`config.mk`:
```
export PLATFORM = sky130hd
export DESIGN_NAME = muldiv_out
export DESIGN_NICKNAME = d
export VERILOG_FILES = /design/src/rtl/muldiv_pkg.sv /design/src/rtl/muldiv_neg64.sv /design/src/rtl/muldiv_out.sv
export SDC_FILE = /design/constraint.sdc
export NUM_CORES = 1
export LEC_CHECK = 0
export BUFFER_PORTS_ARGS = -buffer_cell sky130_fd_sc_hd__buf_2
export CAP_MARGIN = 20
export CELL_PAD_IN_SITES_DETAIL_PLACEMENT = 1
export CELL_PAD_IN_SITES_GLOBAL_PLACEMENT = 2
export CORE_MARGIN = 5
export CORE_UTILIZATION = 32
export DETAILED_ROUTE_END_ITERATION = 16
export GPL_ROUTABILITY_DRIVEN = 0
export PLACE_DENSITY = 0.93
export SYNTH_ARGS = -nofsm -noshare
export SYNTH_HDL_FRONTEND = slang
export SYNTH_SLANG_ARGS = --single-unit
```
`constraint.sdc`:
```
create_clock -name clk_i -period 7.77 [get_ports clk_i]
set_input_delay 1.554 -clock clk_i [delete_from_list [all_inputs] [get_ports clk_i]]
set_output_delay 1.554 -clock clk_i [all_outputs]
set_load 0.01 [all_outputs]
```
`src/rtl/muldiv_pkg.sv`:
```
// Shared encodings for the M-extension result stage: op codes, FSM states,
// operand-flag bit positions and the sign-correction rule.
// No logic of its own; imported by muldiv_out and muldiv_neg64.
package muldiv_pkg;

  // Multiply family op codes (div_i = 0)
  localparam logic [1:0] OP_MUL    = 2'b00;
  localparam logic [1:0] OP_MULH   = 2'b01;
  localparam logic [1:0] OP_MULHSU = 2'b10;
  localparam logic [1:0] OP_MULHU  = 2'b11;

  // Divide family op codes (div_i = 1)
  localparam logic [1:0] OP_DIV    = 2'b00;
  localparam logic [1:0] OP_DIVU   = 2'b01;
  localparam logic [1:0] OP_REM    = 2'b10;
  localparam logic [1:0] OP_REMU   = 2'b11;

  // Result-stage FSM states
  localparam logic [1:0] ST_IDLE   = 2'd0;
  localparam logic [1:0] ST_WAIT   = 2'd1;
  localparam logic [1:0] ST_FIX    = 2'd2;
  localparam logic [1:0] ST_HOLD   = 2'd3;

  // Bit positions inside ab_status_i = {Bm1,B1,B0,Am1,A1,A0}
  localparam int AB_A0  = 0;
  localparam int AB_A1  = 1;
  localparam int AB_AM1 = 2;
  localparam int AB_B0  = 3;
  localparam int AB_B1  = 4;
  localparam int AB_BM1 = 5;

  // Whether the unsigned core result must be two's-complement negated.
  function automatic logic neg_flag(input logic       div,
                                    input logic [1:0] op,
                                    input logic       a_neg,
                                    input logic       b_neg);
    logic n;
    n = 1'b0;
    if (div) begin
      case (op)
        OP_DIV:           n = a_neg ^ b_neg;
        OP_REM:           n = a_neg;
        OP_DIVU, OP_REMU: n = 1'b0;
        default:          n = 1'b0;
      endcase
    end else begin
      case (op)
        OP_MUL, OP_MULH:  n = a_neg ^ b_neg;
        OP_MULHSU:        n = a_neg;
        OP_MULHU:         n = 1'b0;
        default:          n = 1'b0;
      endcase
    end
    return n;
  endfunction

endpackage

```
`src/rtl/muldiv_neg64.sv`:
```
// Conditional 64-bit two's-complement negator for the result stage.
// Default: combinational, 0 cycles. With MULDIV_OUT_PIPE_EN: low word + carry
// registered on load_i, high word finished combinationally the following cycle.
module muldiv_neg64
  import muldiv_pkg::*;
(
`ifdef MULDIV_OUT_PIPE_EN
  input  logic        clk_i,
  input  logic        reset_i,
  input  logic        load_i,
`endif
  input  logic        neg_i,
  input  logic [63:0] val_i,
  output logic [63:0] val_o
);

`ifdef MULDIV_OUT_PIPE_EN
  logic [31:0] lo_q, lo_d;
  logic [31:0] hi_q, hi_d;
  logic        neg_q, neg_d;
  logic        cy_q, cy_d;

  // First half: negate low word, remember whether it carries into the high word
  always_comb begin
    lo_d  = lo_q;
    hi_d  = hi_q;
    neg_d = neg_q;
    cy_d  = cy_q;
    if (load_i) begin
      lo_d  = neg_i ? (~val_i[31:0] + 32'd1) : val_i[31:0];
      hi_d  = val_i[63:32];
      neg_d = neg_i;
      cy_d  = neg_i && (val_i[31:0] == 32'd0);
    end
  end

  // Split-negation state registers
  always_ff @(posedge clk_i or negedge reset_i) begin
    if (!reset_i) begin
      lo_q  <= '0;
      hi_q  <= '0;
      neg_q <= 1'b0;
      cy_q  <= 1'b0;
    end else begin
      lo_q  <= lo_d;
      hi_q  <= hi_d;
      neg_q <= neg_d;
      cy_q  <= cy_d;
    end
  end

  // Second half: -P high word is ~hi plus the carry out of the low word
  always_comb begin
    val_o = {(neg_q ? (~hi_q + {31'd0, cy_q}) : hi_q), lo_q};
  end
`else
  // Single-cycle full-width negation
  always_comb begin
    val_o = neg_i ? (~val_i + 64'd1) : val_i;
  end
`endif

endmodule

```
`src/rtl/muldiv_out.sv`:
```
// Result post-processing for the M-extension unit: sign fix-up, special-case short-circuit, writeback handshake.
// Latency core_valid_i -> res_valid_o 1 cycle (2 with MULDIV_OUT_PIPE_EN); short-circuit result 1 cycle after start_i.
// Result held stable in HOLD until res_ready_i; start_i ignored while busy, core_valid_i ignored outside WAIT.
module muldiv_out
  import muldiv_pkg::*;
#(
  parameter int XLEN = 32
) (
  input  logic            clk_i,
  input  logic            reset_i,
  input  logic            start_i,
  input  logic            div_i,
  input  logic [1:0]      op_i,
  input  logic            a_neg_i,
  input  logic            b_neg_i,
  input  logic [5:0]      ab_status_i,
  input  logic [XLEN-1:0] dividend_i,
  input  logic            core_valid_i,
  input  logic [XLEN-1:0] core_hi_i,
  input  logic [XLEN-1:0] core_lo_i,
  output logic            core_kill_o,
  output logic            busy_o,
  output logic            res_valid_o,
  output logic [XLEN-1:0] res_o,
  input  logic            res_ready_i
);

  logic [1:0]      state_q, state_d;
  logic            div_q, div_d;
  logic [1:0]      op_q, op_d;
  logic            neg_q, neg_d;
  logic [XLEN-1:0] res_q, res_d;
  logic            vld_q, vld_d;
  logic            kill_q, kill_d;

  logic            short_c;
  logic [XLEN-1:0] short_res;
  logic [63:0]     neg_in;
  logic [63:0]     neg_out;
  logic [XLEN-1:0] fin_res;
  logic            unused_ab;

  // The +/-1 operand flags are consumed by the core, not here
  assign unused_ab = ^{ab_status_i[AB_A1], ab_status_i[AB_AM1],
                       ab_status_i[AB_B1], ab_status_i[AB_BM1]};

  // Special cases resolved at issue without waiting for the core
  always_comb begin
    if (div_i) begin
      short_c   = ab_status_i[AB_B0];
      short_res = op_i[1] ? dividend_i : '1;
    end else begin
      short_c   = ab_status_i[AB_A0] | ab_status_i[AB_B0];
      short_res = '0;
    end
  end

  // Divide only needs one 32-bit word negated: place it in the low half
  always_comb begin
    if (div_q) begin
      neg_in = {32'd0, (op_q[1] ? core_hi_i : core_lo_i)};
    end else begin
      neg_in = {core_hi_i, core_lo_i};
    end
  end

  muldiv_neg64 u_neg64 (
`ifdef MULDIV_OUT_PIPE_EN
    .clk_i   (clk_i),
    .reset_i (reset_i),
    .load_i  ((state_q == ST_WAIT) && core_valid_i),
`endif
    .neg_i   (neg_q),
    .val_i   (neg_in),
    .val_o   (neg_out)
  );

  // MUL and the whole divide family return the low word; MULH* the high word
  always_comb begin
    if (div_q || (op_q == OP_MUL)) begin
      fin_res = neg_out[31:0];
    end else begin
      fin_res = neg_out[63:32];
    end
  end

  // FSM next state, context capture and result/valid/kill generation
  always_comb begin
    state_d = state_q;
    div_d   = div_q;
    op_d    = op_q;
    neg_d   = neg_q;
    res_d   = res_q;
    vld_d   = vld_q;
    kill_d  = 1'b0;
    case (state_q)
      ST_IDLE: begin
        if (start_i) begin
          div_d = div_i;
          op_d  = op_i;
          neg_d = neg_flag(div_i, op_i, a_neg_i, b_neg_i);
          if (short_c) begin
            res_d   = short_res;
            vld_d   = 1'b1;
            kill_d  = 1'b1;
            state_d = ST_HOLD;
          end else begin
            state_d = ST_WAIT;
          end
        end
      end
      ST_WAIT: begin
        if (core_valid_i) begin
`ifdef MULDIV_OUT_PIPE_EN
          state_d = ST_FIX;
`else
          res_d   = fin_res;
          vld_d   = 1'b1;
          state_d = ST_HOLD;
`endif
        end
      end
      ST_FIX: begin
        res_d   = fin_res;
        vld_d   = 1'b1;
        state_d = ST_HOLD;
      end
      ST_HOLD: begin
        if (res_ready_i) begin
          vld_d   = 1'b0;
          state_d = ST_IDLE;
        end
      end
      default: state_d = ST_IDLE;
    endcase
  end

  // State and context registers
  always_ff @(posedge clk_i or negedge reset_i) begin
    if (!reset_i) begin
      state_q <= ST_IDLE;
      div_q   <= 1'b0;
      op_q    <= 2'b00;
      neg_q   <= 1'b0;
      res_q   <= '0;
      vld_q   <= 1'b0;
      kill_q  <= 1'b0;
    end else begin
      state_q <= state_d;
      div_q   <= div_d;
      op_q    <= op_d;
      neg_q   <= neg_d;
      res_q   <= res_d;
      vld_q   <= vld_d;
      kill_q  <= kill_d;
    end
  end

  assign core_kill_o = kill_q;
  assign busy_o      = (state_q != ST_IDLE);
  assign res_valid_o = vld_q;
  assign res_o       = res_q;

endmodule

```
==> results.json, run 1 <==
{
  "outcome": "complete, no violations",
  "max-cap-violations": 0,
  "die_h_um": 136,
  "wl_mm": 22.5,
  "yosysUniqueCellTypes": 75,
  "rows": 46,
  "cp_cell_sequence": "buf_2 > mux2i_1 > ha_1 > nor3b_1 > a32oi_1 > nor4_4 > a31oi_1 > or4_1 > o2111ai_1 > a31oi_1",
  "cts_tree": "built",
  "netlist_area_um2": 5100,
  "crit_cells": 10,
  "core-area_um2": 15800,
  "synth_top_family_by_area": "compound AO/OA/AOI/OAI gates",
  "reg2reg_to": "res_o[30]$_DFFE_PN0P_",
  "synth.mux.area_fraction": 0.0739,
  "io_pins": 147,
  "antenna_left": 0,
  "worstPathArrival_ns": 4.92,
  "slowest_stage": "nor4_4",
  "period_share": 0.613,
  "synth-edff-count": 0,
  "synth-xor-area-share": 0.0773,
  "critPathRequiredTime_ns": 7.93,
  "synth_warnings": 0,
  "syn_nets": 800,
  "fin_area_um2": 6070,
  "fmax_mhz": 210,
  "synthAdderAreaFrac": 0.0123,
  "path_max_fanout": 16,
  "syn2layout_area_growth_pct": 19.1,
  "num_vias": 6093,
  "netlist_instances": 683,
  "first_iter_violations": 484,
  "cts_hold_buf": 0,
  "grt_pass1_wl_mm": 34.3,
  "crit_buf_inv": 1,
  "vias_per_cell": 6.06,
  "setup.worst_path.end": "res_o[30]$_DFFE_PN0P_",
  "dr.pass1.iters": 5,
  "grt_setup_unrepaired": "false",
  "post_cts_buffers": 0,
  "ir_drop_v": 0.000167,
  "drc": 0,
  "netSwitchingPower_mw": 1.21,
  "fin_nets": 905,
  "drv_slew": 0,
  "antenna_found_initial": 0,
  "clkSlewWorstSetupHoldPaths_ns": 0.06,
  "cp-start-kind": "input pin",
  "setup_tns_ns": 0,
  "ys_ff_latch": 40,
  "r2r_cells": 11,
  "cp_top_family": "simple AND/OR/NAND/NOR gates",
  "fin_crit_ns": 4.76,
  "setup_viol": 0,
  "fin_worst_skew_ns": 0.00519,
  "postLayoutCoreUtil": 0.385,
  "cp-end-kind": "flip-flop",
  "swShare": 0.539,
  "grt-ovfl-total": 0,
  "syn_area_per_cell_um2": 7.46,
  "clockPowerShare": 0.104,
  "pwr-share-seq": 0.171,
  "grt.total_usage": 0.236,
  "cts_resized": 0,
  "cts_sinks": 40,
  "power.internal_mw": 1.04,
  "combPwrFrac": 0.725,
  "insertion_delay_ns": 0.29,
  "placed_cell_area_um2": 5910,
  "start_util": 0.323,
  "r2r_slack_ns": 3.19,
  "holdWs_ns": 0.491,
  "hp-class": "flip-flop to flip-flop",
  "die_w_um": 136,
  "ctsHtreeMaxLevel": 2,
  "wl_per_cell_um": 22.4,
  "tightest_slew_ns": 1.03,
  "grt_pass1_vias": 5944,
  "rr_startpoint": "op_q[1]$_DFFE_PN0P_",
  "cts-root-buf": "clkbuf_16",
  "antenna_cells": 0,
  "synth-simple-area-share": 0.237,
  "power_density_nw_per_um2": 370,
  "crit_path_frequent_cell": "a31oi_1",
  "slowest_delay_ns": 0.87,
  "nFillCells": 2035,
  "cts.path.max_buffers": 2,
  "ys_seq_area_frac": 0.196,
  "path_class": "input pin to flip-flop",
  "async_flop_share": 1.00,
  "ys.flop_type": "dfrtp_1",
  "cts_made_buffers": 5,
  "cp-startpoint": "core_hi_i[0]",
  "finalHoldViolations": 0,
  "dieArea_um2": 18600,
  "p_leak_nw": 2.54,
  "dp_hpwl_mm": 17.6,
  "port_buffers": 142,
  "synth_compound_area_frac": 0.336,
  "max_slew_margin": 0.309,
  "grt_max_degree": 47,
  "drive_gt1_frac": 0.238
}
==> cell usage after synthesis (all sizes together), types with 21 or more instances <==
library cell	number	area [um^2]
a211oi	23	190
nor2	85	322
xor2	25	219
clkbuf	35	131
o21ai	76	380
dfrtp	40	1000
nor3	24	120
mux2i	32	320
nor4	21	176
a21oi	36	180
nand2	44	165
buf	22	140
==> power groups by stage <==
stage                     clock [mW]  sequential (mW)  combinational (mW)
after floorplan                    0            0.413                1.06
after global placement             0            0.381                1.57
after detailed placement           0            0.387                1.60
after CTS                      0.237            0.383                1.61
after global routing           0.245            0.395                1.77
final                          0.235            0.383                1.63
==> worst register-to-register path, delay by kind of cell, from the launching register on <==
family,cells,cell delay (ns)
flops,1,0.32
fa+ha+maj,1,0.31
compound gates,4,0.87
simple gates,4,2.02
buf+inv,1,0.42
mux,1,0.52
==> cell usage in the layout, fill, tap and decap left out, drive strengths merged, types with 4 or more instances in the layout <==
cell type / instances
xor2: 25
o211ai: 6
a41oi: 10
a211oi: 23
inv: 18
and3: 5
o22ai: 5
mux2: 5
ha: 5
o41ai: 4
a221o: 4
a221oi: 16
dfrtp: 40
o31ai: 8
a31oi: 15
nor3: 24
mux2i: 32
o21ai: 76
nand2b: 4
xnor2: 20
nor2: 85
nand2: 44
o221ai: 8
clkbuf: 6
nand3: 14
nand4: 7
nor4bb: 7
a21o: 4
a21oi: 36
buf: 155
nor4: 21
==> per-layer routing <==
metal / up-vias / GRT usage / wire (um)
met5: - / 0 / 0
met4: 0 / 0.0504 / 357
met3: 32 / 0.0518 / 2280
met2: 298 / 0.353 / 9720
met1: 2955 / 0.346 / 10200
li1: 2808 / - / -
==> through the flow <==
stage          cells  setup WS [ns]  total power, mW
2_1_floorplan    683           4.02             1.47
3_3_place_gp     997           2.85             1.95
3_5_place_dp     997           2.81             1.99
4_1_cts         1005           3.12             2.23
5_1_grt         1005           2.90             2.42
6_report        1005           3.01             2.25
==> sequential cells by signal, indices dropped and copies added (netlist names) <==
name / count
res_o: 32
neg_q: 1
core_kill_o: 1
res_valid_o: 1
div_q: 1
op_q: 2
state_q: 2
==> kinds of logic after synthesis <==
family	Yosys count
multiplexers	37
flip-flops	40
buffers and inverters	76
XOR/XNOR	45
AO/OA/AOI/OAI	249
AND/OR/NAND/NOR	231
adder cells (fa/ha/maj)	5
==> final cells by class <==
cell class	count	area (um^2)	area share
inverter	19	71.3	0.0118
multi-input combinational	567	3750	0.618
sequential	40	1000	0.165
clock buffer	6	129	0.0212
timing repair buffer	155	808	0.133
clock inverter	2	35.0	0.00577
tap	216	270	0.0445
==> worst min-delay path by stage <==
stage,endpoint,slack (ns),startpoint,cells past startpoint
after floorplan,op_q[0]$_DFFE_PN0P_,0.51,op_q[0]$_DFFE_PN0P_,1
after global placement,res_o[5]$_DFFE_PN0P_,0.47,res_o[5]$_DFFE_PN0P_,2
after detailed placement,res_o[5]$_DFFE_PN0P_,0.47,res_o[5]$_DFFE_PN0P_,2
after CTS,res_o[5]$_DFFE_PN0P_,0.49,res_o[5]$_DFFE_PN0P_,2
after global routing,res_o[5]$_DFFE_PN0P_,0.52,res_o[5]$_DFFE_PN0P_,2
final,res_o[5]$_DFFE_PN0P_,0.49,res_o[5]$_DFFE_PN0P_,2
Note: power is estimated with default switching activity, not from simulation.
==> run 2: changes to the inputs <==
--- a/config.mk
+++ b/config.mk
@@ -5,15 +5,16 @@
 export SDC_FILE = /design/constraint.sdc
 export NUM_CORES = 1
 export LEC_CHECK = 0
+export ABC_AREA = 1
 export BUFFER_PORTS_ARGS = -buffer_cell sky130_fd_sc_hd__buf_2
 export CAP_MARGIN = 20
 export CELL_PAD_IN_SITES_DETAIL_PLACEMENT = 1
 export CELL_PAD_IN_SITES_GLOBAL_PLACEMENT = 2
 export CORE_MARGIN = 5
-export CORE_UTILIZATION = 32
+export CORE_UTILIZATION = 27
 export DETAILED_ROUTE_END_ITERATION = 16
 export GPL_ROUTABILITY_DRIVEN = 0
-export PLACE_DENSITY = 0.93
+export PLACE_DENSITY = 0.87
 export SYNTH_ARGS = -nofsm -noshare
 export SYNTH_HDL_FRONTEND = slang
 export SYNTH_SLANG_ARGS = --single-unit
==> constraint.sdc (replaced) <==
create_clock -name clk_i -period 4.6 [get_ports clk_i]
set_input_delay 0.92 -clock clk_i [delete_from_list [all_inputs] [get_ports clk_i]]
set_output_delay 0.92 -clock clk_i [all_outputs]
set_load 0.01 [all_outputs]
==> results.json, run 2 <==
{
  "cp-end-kind": "flip-flop",
  "synth-simple-area-share": 0.549,
  "yosysUniqueCellTypes": 44,
  "yosysMostFrequentCell": "nand2_1",
  "cts.path.max_buffers": 2,
  "synth-edff-count": 0,
  "antenna_cells": 0,
  "tightest_slew_ns": 0.753,
  "fin_worst_skew_ns": 0.00796,
  "worstPathArrival_ns": 3.36,
  "largest_reg_flops": 32,
  "syn_nets": 1225,
  "drv_slew": 0,
  "ctsHtreeMaxLevel": 2,
  "period_share": 0.683,
  "clkSlewWorstSetupHoldPaths_ns": 0.06,
  "outcome": "complete, no violations",
  "finalHoldViolations": 0,
  "rows": 54,
  "hp-class": "input pin to asynchronous set/reset pin",
  "grt_max_degree": 50,
  "r2r_cells": 16,
  "die_w_um": 160,
  "dp_hpwl_mm": 21.5,
  "nFillCells": 3067,
  "path_max_fanout": 49,
  "async_flop_share": 1.00,
  "cts-root-buf": "clkbuf_16",
  "final_common_cell": "nand2_1",
  "cts_tree": "built",
  "io_pins": 147,
  "grt-ovfl-total": 0,
  "num_vias": 7492,
  "rr_startpoint": "op_q[1]$_DFFE_PN0P_",
  "antenna_found_initial": 0,
  "core-area_um2": 22000,
  "power_density_nw_per_um2": 705,
  "setup_viol": 0,
  "grt.total_usage": 0.203,
  "synth_common_cells": "342 x nand2_1, 150 x nor2_1, 130 x inv_1",
  "port_buffers": 142,
  "cts_hold_buf": 0,
  "syn2layout_area_growth_pct": 17.1,
  "max-cap-violations": 0,
  "netlist_area_um2": 6040,
  "fin_crit_ns": 3.14,
  "grt_pass1_wl_mm": 42.2,
  "setup_tns_ns": 0,
  "dr.pass1.iters": 5,
  "p_leak_nw": 3.81,
  "synth-xor-area-share": 0.00290,
  "holdWs_ns": 0.435,
  "cts_resized": 0,
  "start_util": 0.275,
  "cp-start-kind": "flip-flop",
  "postLayoutCoreUtil": 0.322,
  "grt_pass1_vias": 7580,
  "path_class": "flip-flop to flip-flop",
  "netlist_instances": 1108,
  "synth.mux.area_fraction": 0,
  "synthAdderAreaFrac": 0.0104,
  "ys.flop_type": "dfrtp_1",
  "insertion_delay_ns": 0.29,
  "antenna_left": 0,
  "fmax_mhz": 318,
  "die_h_um": 160,
  "first_iter_violations": 429,
  "critPathRequiredTime_ns": 4.81,
  "cts_sinks": 40,
  "ys_seq_area_frac": 0.166,
  "post_cts_buffers": 0,
  "wl_per_cell_um": 17.6,
  "grt_setup_unrepaired": "false",
  "ir_drop_v": 0.000242,
  "cp-startpoint": "op_q[1]$_DFFE_PN0P_",
  "final_cell_mix": "342 x nand2_1, 150 x nor2_1, 142 x buf_2",
  "yosys.area.top_type_share": 0.213,
  "synth_warnings": 0,
  "fin_nets": 1337,
  "synth_top_area_cell": "nand2_1",
  "cts_made_buffers": 5,
  "drive_gt1_frac": 0.207,
  "synth_compound_area_frac": 0.135,
  "dieArea_um2": 25500,
  "synth_top_family_by_area": "simple AND/OR/NAND/NOR gates",
  "syn_area_per_cell_um2": 5.45,
  "wl_mm": 26.4,
  "drc": 0,
  "max_slew_margin": 0.496,
  "yosys-top-cells-area": "nand2_1 21%, dfrtp_1 17%, nand3_1 11%",
  "ys_ff_latch": 40,
  "vias_per_cell": 4.99
}
-- run 2: routing by layer --
layer	part of all wire	track usage	vias up	wire (um)
met2	0.47	0.346	195	12400
met5	0	0	-	0
li1	-	-	3743	-
met1	0.46	0.277	3526	12200
met3	0.049	0.0277	28	1300
met4	0.020	0.0398	0	525
-- run 2: kinds of logic after synthesis --
logic type	after synthesis
AO/OA/AOI/OAI	141
XOR/XNOR	2
adder cells (fa/ha/maj)	5
buffers and inverters	185
flip-flops	40
AND/OR/NAND/NOR	735
-- run 2: path summary, 6_finish.rpt --
| check | to | slack [ns] |
|---|---|---|
| max reg2reg | res_o[14]$_DFFE_PN0P_ | 1.46 |
| max | res_o[14]$_DFFE_PN0P_ | 1.46 |
| min in group clk_i | op_q[0]$_DFFE_PN0P_ | 0.50 |
| min | res_o[26]$_DFFE_PN0P_ | 0.43 |
| max in group asynchronous | neg_q$_DFFE_PN0P_ | 3.71 |
| min reg2reg | op_q[0]$_DFFE_PN0P_ | 0.50 |
-- run 2: layout make-up --
class	instances	area, um^2	area share
Clock buffer	7	133	0.0188
Tap cell	280	350	0.0495
Clock inverter	1	5.00	0.000708
Multi-Input combinational cell	883	4230	0.597
Sequential cell	40	1000	0.142
Inverter	134	505	0.0715
Timing Repair Buffer	156	848	0.120
-- run 2: critical path: stages, from the launching register on --
cell      delay [ns]
dfrtp_2         0.38
buf_4           0.58
nand3_1         0.19
nand2_1         0.13
ha_1            0.25
nand3_1         0.10
nor2_1          0.18
nand2_1         0.12
nor2_2          0.18
nand2_1         0.12
o21bai_2        0.21
nand2_1         0.08
nand2_1         0.06
nand3_1         0.07
nand2_1         0.21
nand2_1         0.08
a21boi_1        0.12
-- run 2: where the power goes --
| group | switching, mW | internal (mW) | total, mW | leakage, nW |
|---|---|---|---|---|
| clock network | 0.148 | 0.201 | 0.349 | 0.0679 |
| logic | 2.70 | 1.24 | 3.94 | 3.28 |
| registers | 0.141 | 0.556 | 0.697 | 0.457 |
-- run 2: through the flow --
step	cells	setup WS, ns	total power, mW	area, um^2
global route	1501	1.16	5.52	7070
detailed placement	1491	1.44	4.66	6890
global placement	1491	1.45	4.57	6890
floorplan	1108	2.16	3.50	6040
finish	1501	1.46	4.98	7070
CTS	1499	1.48	5.03	7020
==> run 3: changes to the inputs <==
==> constraint.sdc (replaced) <==
create_clock -name clk_i -period 3.3 [get_ports clk_i]
set_input_delay 0.66 -clock clk_i [delete_from_list [all_inputs] [get_ports clk_i]]
set_output_delay 0.66 -clock clk_i [all_outputs]
set_load 0.01 [all_outputs]
==> results.json, run 3 (synthesis results as in run 2) <==
{
  "drc": 0,
  "setup_tns_ns": 0,
  "grt-ovfl-total": 0,
  "max-cap-violations": 0,
  "dp_hpwl_mm": 21.8,
  "largest_reg_flops": 32,
  "die_w_um": 160,
  "grt_pass1_vias": 7788,
  "cts_resized": 0,
  "antenna_cells": 0,
  "final_common_cell": "nand2_1",
  "path_class": "flip-flop to flip-flop",
  "antenna_found_initial": 0,
  "cts_tree": "built",
  "grt.total_usage": 0.205,
  "first_iter_violations": 505,
  "power_mw": 7.17,
  "hp-class": "flip-flop to flip-flop",
  "drive_gt1_frac": 0.211,
  "drv_slew": 0,
  "r2r_cells": 13,
  "rows": 54,
  "ctsHtreeMaxLevel": 2,
  "fin_crit_ns": 2.88,
  "cp-start-kind": "flip-flop",
  "post_cts_buffers": 0,
  "cts.path.max_buffers": 2,
  "tightest_slew_ns": 0.947,
  "wl_per_cell_um": 17.7,
  "crit_cells": 13,
  "path_max_fanout": 33,
  "cts_sinks": 40,
  "outcome": "complete, no violations",
  "fin_nets": 1341,
  "period_share": 0.872,
  "cts_hold_buf": 0,
  "vias_per_cell": 5.02,
  "grt_max_degree": 70,
  "cp-end-kind": "flip-flop",
  "grt_setup_unrepaired": "false",
  "postLayoutCoreUtil": 0.324,
  "crit_path_frequent_cell": "nand2_1",
  "cp_top_family": "simple AND/OR/NAND/NOR gates",
  "critPathRequiredTime_ns": 3.52,
  "antenna_left": 0,
  "final_cell_mix": "342 x nand2_1, 150 x nor2_1, 142 x buf_2",
  "reg2reg_to": "res_o[26]$_DFFE_PN0P_",
  "port_buffers": 142,
  "cts_made_buffers": 5,
  "setup.worst_path.end": "res_o[26]$_DFFE_PN0P_",
  "num_vias": 7548,
  "grt_pass1_wl_mm": 42.5,
  "fin_worst_skew_ns": 0.00936,
  "io_pins": 147,
  "clkSlewWorstSetupHoldPaths_ns": 0.07,
  "syn2layout_area_growth_pct": 17.9,
  "ir_drop_v": 0.000308,
  "wl_mm": 26.6,
  "core-area_um2": 22000,
  "dr.pass1.iters": 5,
  "cp-startpoint": "div_q$_DFFE_PN0P_",
  "cts-root-buf": "clkbuf_16",
  "power_density_nw_per_um2": 1010,
  "die_h_um": 160,
  "start_util": 0.275,
  "insertion_delay_ns": 0.29,
  "r2r_slack_ns": 0.42,
  "finalHoldViolations": 0,
  "cp_cell_sequence": "buf_4 > inv_4 > nand2_1 > nand2_1 > nor2_1 > nand2_1 > o31ai_1 > nand3_1 > nand2_1 > nand3_1 > nand2_1 > nand2_1 > a21boi_1",
  "slowest_delay_ns": 0.58,
  "max_slew_margin": 0.369,
  "slowest_stage": "dfrtp_2",
  "crit_buf_inv": 2,
  "setup_viol": 0,
  "p_leak_nw": 3.83,
  "rr_startpoint": "div_q$_DFFE_PN0P_",
  "fmax_mhz": 348,
  "dieArea_um2": 25500,
  "worstPathArrival_ns": 3.09
}
## run 3: layer usage
layer	wire, um	part of all wire	vias to the layer above	GRT usage
met1	12300	0.46	3575	0.274
met2	12400	0.46	189	0.347
met4	740	0.028	0	0.0529
li1	-	-	3750	-
met3	1180	0.044	34	0.0277
met5	0	0	-	0
## run 3: worst reg2reg max path, stage by stage (launching register included)
cell      delay, ns
dfrtp_2        0.58
buf_4          0.28
inv_4          0.16
nand2_1        0.16
nand2_1        0.12
nor2_1         0.19
nand2_1        0.13
o31ai_1        0.53
nand3_1        0.15
nand2_1        0.09
nand3_1        0.07
nand2_1        0.13
nand2_1        0.09
a21boi_1       0.13
## run 3: area by class of cell
| class | instances | area, um^2 |
|---|---|---|
| multi-input combinational | 883 | 4230 |
| fill | 3019 | 14800 |
| sequential | 40 | 1000 |
| timing repair buffer | 160 | 871 |
| inverter | 134 | 505 |
| clock inverter | 3 | 42.5 |
| tap | 280 | 350 |
| clock buffer | 5 | 125 |
## run 3: worst min path at each step
stage                             to                start  cells after the start
2_1_floorplan  core_kill_o$_DFF_PN0_              reset_i                      0
3_3_place_gp     op_q[0]$_DFFE_PN0P_  op_q[0]$_DFFE_PN0P_                      2
3_5_place_dp     op_q[0]$_DFFE_PN0P_  op_q[0]$_DFFE_PN0P_                      2
4_1_cts          op_q[0]$_DFFE_PN0P_  op_q[0]$_DFFE_PN0P_                      2
5_1_grt          op_q[0]$_DFFE_PN0P_  op_q[0]$_DFFE_PN0P_                      2
6_report         op_q[0]$_DFFE_PN0P_  op_q[0]$_DFFE_PN0P_                      2
## run 3: stage by stage
stage                     hold WS, ns  std cells  setup WS (ns)  instance area, um^2
final                           0.501       1505          0.423                 7120
after global routing            0.540       1505          0.191                 7120
after floorplan                 0.364       1108           1.07                 6040
after CTS                       0.506       1505          0.483                 7120
after global placement          0.469       1496          0.455                 6940
after detailed placement        0.489       1497          0.398                 6960
## run 3: power breakdown
group	internal, mW	switching [mW]	total (mW)
clock network	0.356	0.212	0.568
registers	0.775	0.179	0.954
logic	1.81	3.84	5.65
total	2.94	4.23	7.17
